==> config.mk <==
export PLATFORM = sky130hd
export DESIGN_NAME = udp_payload_packer
export DESIGN_NICKNAME = d
export VERILOG_FILES = /design/src/rtl/udp_payload_packer.sv
export SDC_FILE = /design/constraint.sdc
export NUM_CORES = 1
export LEC_CHECK = 0
export ABC_AREA = 0
export BUFFER_PORTS_ARGS = -buffer_cell sky130_fd_sc_hd__buf_2
export CORE_UTILIZATION = 30
export DETAILED_ROUTE_END_ITERATION = 10
export SYNTH_ARGS = -nofsm -noshare
export SYNTH_HDL_FRONTEND = slang
export SYNTH_SLANG_ARGS = --single-unit
==> constraint.sdc <==
create_clock -name clk -period 4.68 [get_ports clk]
set_clock_uncertainty 0.1 [all_clocks]
set_input_delay 0 -clock clk [delete_from_list [all_inputs] [get_ports clk]]
set_output_delay 0 -clock clk [all_outputs]
set_load 0.01 [all_outputs]
==> src/rtl/udp_payload_packer.sv <==
// Packs 4-byte words drained from an FWFT return FIFO into framed UDP payload
// packets (MAGIC, seq, word count, XOR checksum, then payload) on an AXI-Stream byte port.
module udp_payload_packer #(
    parameter int         MAX_WORDS    = 16,
    parameter int         IDLE_TIMEOUT = 1000,
    parameter logic [7:0] MAGIC        = 8'hA5
) (
    input  logic       clk,
    input  logic       rst_n,
    input  logic [7:0] s_fifo_dout,
    input  logic       s_fifo_empty,
    output logic       s_fifo_rd_en,
    output logic [7:0] m_axis_tdata,
    output logic       m_axis_tvalid,
    output logic       m_axis_tlast,
    input  logic       m_axis_tready,
    output logic       pkt_sent,
    output logic [7:0] seq_num
);

    localparam int BUF_BYTES = 4 * MAX_WORDS;
    localparam int CNT_W     = $clog2(BUF_BYTES + 1);
    localparam int IDX_W     = $clog2(BUF_BYTES);
    localparam int TMR_W     = (IDLE_TIMEOUT < 2) ? 1 : $clog2(IDLE_TIMEOUT);

    localparam logic [CNT_W-1:0] BUF_FULL = CNT_W'(BUF_BYTES);
    localparam logic [TMR_W-1:0] TMR_LAST = TMR_W'(IDLE_TIMEOUT - 1);

    typedef enum logic [1:0] {
        COLLECT,
        HDR,
        PAYLOAD
    } state_t;

    state_t           state;
    logic [7:0]       buffer [BUF_BYTES];
    logic [CNT_W-1:0] byte_cnt;
    logic [CNT_W-1:0] out_idx;
    logic [7:0]       chk;
    logic [TMR_W-1:0] timer;
    logic [1:0]       hdr_idx;

    logic             pop;
    logic             handshake;
    logic [CNT_W-1:0] cnt_next;
    logic [CNT_W-1:0] next_idx;
    logic [7:0]       chk_next;
    logic [7:0]       word_cnt;
    logic [7:0]       next_byte;
    logic             flush_full;
    logic             flush_idle;
    logic             idle_eligible;

    // Pop is gated by rst_n so the strobe drops the moment reset asserts.
    always_comb begin
        pop           = rst_n && (state == COLLECT) && !s_fifo_empty && (byte_cnt < BUF_FULL);
        handshake     = m_axis_tvalid && m_axis_tready;
        cnt_next      = byte_cnt + CNT_W'(pop);
        chk_next      = pop ? (chk ^ s_fifo_dout) : chk;
        word_cnt      = 8'(byte_cnt >> 2);
        next_idx      = out_idx + CNT_W'(1);
        next_byte     = buffer[next_idx[IDX_W-1:0]];
        idle_eligible = !pop && (byte_cnt != '0) && (byte_cnt[1:0] == 2'b00);
        flush_full    = (cnt_next == BUF_FULL);
        flush_idle    = idle_eligible && (timer == TMR_LAST);
    end

    always_comb begin
        s_fifo_rd_en = pop;
    end

    always_ff @(posedge clk) begin
        if (pop) begin
            buffer[byte_cnt[IDX_W-1:0]] <= s_fifo_dout;
        end
    end

    always_ff @(posedge clk or negedge rst_n) begin
        if (!rst_n) begin
            state         <= COLLECT;
            byte_cnt      <= '0;
            out_idx       <= '0;
            chk           <= '0;
            timer         <= '0;
            hdr_idx       <= '0;
            m_axis_tdata  <= '0;
            m_axis_tvalid <= 1'b0;
            m_axis_tlast  <= 1'b0;
            pkt_sent      <= 1'b0;
            seq_num       <= '0;
        end else begin
            pkt_sent <= 1'b0;
            unique case (state)
                COLLECT: begin
                    byte_cnt <= cnt_next;
                    chk      <= chk_next;
                    if (flush_full || flush_idle) begin
                        state         <= HDR;
                        timer         <= '0;
                        hdr_idx       <= '0;
                        m_axis_tvalid <= 1'b1;
                        m_axis_tdata  <= MAGIC;
                        m_axis_tlast  <= 1'b0;
                    end else if (idle_eligible) begin
                        timer <= timer + TMR_W'(1);
                    end else begin
                        timer <= '0;
                    end
                end

                HDR: begin
                    if (handshake) begin
                        hdr_idx <= hdr_idx + 2'd1;
                        case (hdr_idx)
                            2'd0:    m_axis_tdata <= seq_num;
                            2'd1:    m_axis_tdata <= word_cnt;
                            2'd2:    m_axis_tdata <= chk;
                            default: begin
                                // Payload is always at least one word, so byte 0 is never last.
                                state        <= PAYLOAD;
                                out_idx      <= '0;
                                m_axis_tdata <= buffer[0];
                                m_axis_tlast <= 1'b0;
                            end
                        endcase
                    end
                end

                PAYLOAD: begin
                    if (handshake) begin
                        if (m_axis_tlast) begin
                            state         <= COLLECT;
                            m_axis_tvalid <= 1'b0;
                            m_axis_tlast  <= 1'b0;
                            m_axis_tdata  <= '0;
                            pkt_sent      <= 1'b1;
                            seq_num       <= seq_num + 8'd1;
                            byte_cnt      <= '0;
                            chk           <= '0;
                            timer         <= '0;
                        end else begin
                            out_idx      <= next_idx;
                            m_axis_tdata <= next_byte;
                            m_axis_tlast <= ((next_idx + CNT_W'(1)) == byte_cnt);
                        end
                    end
                end

                default: state <= COLLECT;
            endcase
        end
    end

endmodule
==> reports/summary.txt <==
CTS tree: built
Width of the die: 283 um
Post-DR wirelength/cell: 23.1 um
Area growth, synth to finish: 13.3%
Drc violations: 0
Io pins: 32
Synth cell types: 70
H-tree depth reported by CTS: 2
Drt first pass iters: 5
Crit end category: register
Num CTS Buffers: 57
Max VDD drop: 302 uV
R2R setup slack: 1.01 ns
Gr usage total: 14.2%
P_leak: 0.00877 uW
Number of global-route vias before repair: 12600
Max clock buf depth: 3
GR Overflow Total: 0
Final Hold Vio Count: 0
Final setup viols: 0
Post-CTS Setup Repair Bufs: 0
Slew Viols, Final: 0
Largest net degree at the start of global routing: 66
Syn Inst Count: 1333
FFs w/ async S/R, synth: 9.70%
Post-Route WL: 57100 um
Tmin final: 3.67 ns
DP Wirelength: 36500 um
Max-cap viol count: 0
Cell area after synthesis: 0.0237 mm^2
Max-slew headroom: 30.2%
Post-route cell area: 0.0268 mm^2
DP Worst Slack: 1.09 ns
Most frequent cells in the layout: edfxtp_1, nand2_1, mux4_2
Std-Cell Rows: 102
YS warnings: 0
Via/cell ratio: 5.07
Hold crit path type: input pin to asynchronous set/reset pin
Routed Antenna Nets: 0
Clock sinks: 567
Initial antenna violation count: 1
Syn_nets: 1361
RSZ-0062 raised after global routing: false
Status: completed
Critical path cell sequence: inv_1 > ha_1 > and4bb_2 > ha_1 > ha_1 > nand3_1 > or3_1 > a211oi_1 > a211o_1 > nand2_1 > mux2_2
Worst-path clk slew: 0.07 ns
Initial Util: 30.5%
Syn avg cell area: 17.8 um^2
1st-iter DRT viols: 1420
Crit path kind: register to register
Root Buffer: clkbuf_16
Layout cell share with drive strength beyond 1: 19.3%
Slowest cell on crit path: dfrtp_1
Routed vias: 12500
#FFs+latches synth: 567
Setup crit start kind: register
Layout Nets: 1412
Max Clk Rate: 272 MHz
Die ar.: 0.0800 mm^2
Most common cell after layout, fill and taps aside: edfxtp_1
Register area share after synthesis: 70.8%
Number of port buffers: 31
First-pass GRT wire length: 85100 um
Most used cell, CP: ha_1
Pwr Density: 467 mW/mm^2
Fin Hold WS: 0.0114 ns
Slew at the pin closest to its max-slew limit: 1.05 ns
Core area: 0.0777 mm^2
RD Place Congestion: 0.916
Ant. Diodes: 0
Number of synthesized flops with an enable pin: 512
Crit-path max cell delay: 0.42 ns
Worst setup margin: 1.01 ns
CP required: 5.08 ns
Clk_lat worst skew: 0.64 ns
TNS Setup: 0 ns
WP data arrival: 4.08 ns
Placed cell areas: 0.0249 mm^2
Die Y: 283 um
Final period util: 78.5%
CP Max Fanout: 8
Ys flop type: edfxtp_1
## per-layer routing
metal	wire length (um)	GRT usage, %	part of all wire, %	up-vias
met1	25400	20.3	45	6550
met3	4500	3.68	7.9	89
met5	0	0	0	-
met2	25900	21.5	45	467
li1	-	-	-	5417
met4	1250	3.70	2.2	0
## cells in the mapped netlist, types with 4 or more instances
cell	number	area, um^2
nand2b_1	4	25.0
o21ai_0	27	135
or3_1	4	25.0
a32oi_1	6	52.6
buf_4	14	105
a21boi_0	4	30.0
a21oi_1	8	40.0
a31oi_1	10	62.6
o2bb2ai_1	4	35.0
clkbuf_1	22	82.6
nor2_1	95	357
xnor2_1	14	123
a211oi_1	10	75.1
o211ai_1	4	30.0
nand3b_1	4	30.0
a221oi_1	6	52.6
ha_1	16	200
mux4_2	106	2390
buf_2	18	90.1
dfrtp_1	55	1380
edfxtp_1	512	15400
nand4_1	23	144
nand2_1	126	473
a22oi_1	4	30.0
and3_1	7	43.8
and2_1	15	93.8
mux2_2	18	203
nor3_1	4	20.0
inv_1	11	41.3
buf_12	4	80.1
a222oi_1	5	50.1
o22ai_1	6	37.5
nor2b_1	8	50.1
xor2_1	20	175
nor4_1	5	31.3
nand3_1	26	130
mux4_1	18	473
mux2i_1	28	280
buf_6	10	113
## area by class of cell
cell class | instances | area, um^2
fill | 7260 | 50900
sequential | 567 | 16800
multi-input combinational | 684 | 6420
clock buffer | 66 | 1460
tap | 1040 | 1300
timing repair buffer | 62 | 450
clock inverter | 38 | 387
inverter | 12 | 45.0
## state kept, by name (all words and copies together) (netlist names), 2 cells and up
register,cells
timer,10
out_idx,7
seq_num,8
m_axis_tdata,8
byte_cnt,7
state,2
chk,8
hdr_idx,2
buffer,512
## final timing paths
| check | cells after the start | end | startpoint |
|---|---|---|---|
| max in group asynchronous | 3 | out_idx[0]$_DFFE_PN0P_ | rst_n |
| worst max register to register | 11 | m_axis_tdata[5]$_DFFE_PN0P_ | state[1]$_DFFE_PN0P_ |
| min in group clk | 5 | timer[9]$_DFFE_PN0P_ | s_fifo_empty |
| worst min-delay path | 3 | timer[5]$_DFFE_PN0P_ | rst_n |
| worst max-delay path | 11 | m_axis_tdata[5]$_DFFE_PN0P_ | state[1]$_DFFE_PN0P_ |
| worst min register to register | 2 | out_idx[6]$_DFFE_PN0P_ | out_idx[6]$_DFFE_PN0P_ |
## per-stage QoR
stage / utilization [%] / cells / power (uW)
2_1_floorplan: - / 1333 / 7440
4_1_cts: 34.5 / 2469 / 12600
6_report: 34.5 / 2469 / 12500
3_5_place_dp: 32.0 / 2355 / 8100
3_3_place_gp: 32.0 / 2355 / 8070
5_1_grt: 34.5 / 2469 / 13000
## power by group
group | total, uW | internal, uW | switching, uW
Sequential | 5850 | 5660 | 191
Combinational | 2150 | 890 | 1260
Clock | 4520 | 2570 | 1950
## worst max-delay path: cells and delay by family (launching register included)
| family | cells | cell delay (ns) |
|---|---|---|
| AND/OR/NAND/NOR | 4 | 1.20 |
| adder cells (fa/ha/maj) | 3 | 0.67 |
| buffers and inverters | 1 | 0.13 |
| flip-flops | 1 | 0.42 |
| AO/OA/AOI/OAI | 2 | 0.67 |
| multiplexers | 1 | 0.36 |
## cell families after synthesis
kind of cell    synth area share [%]
mux                             14.3
xor+xnor                        1.70
buf+inv                         2.21
simple gates                    6.51
compound gates                  3.70
fa+ha+maj                      0.846
flops                           70.8
## timing repair
action,CTS,global route
endpoints found under the setup margin,0,0
hold buffers,10,0
gates resized for setup,0,0
hold endpoints to repair,315,0
(Power assumes the default switching activity.)
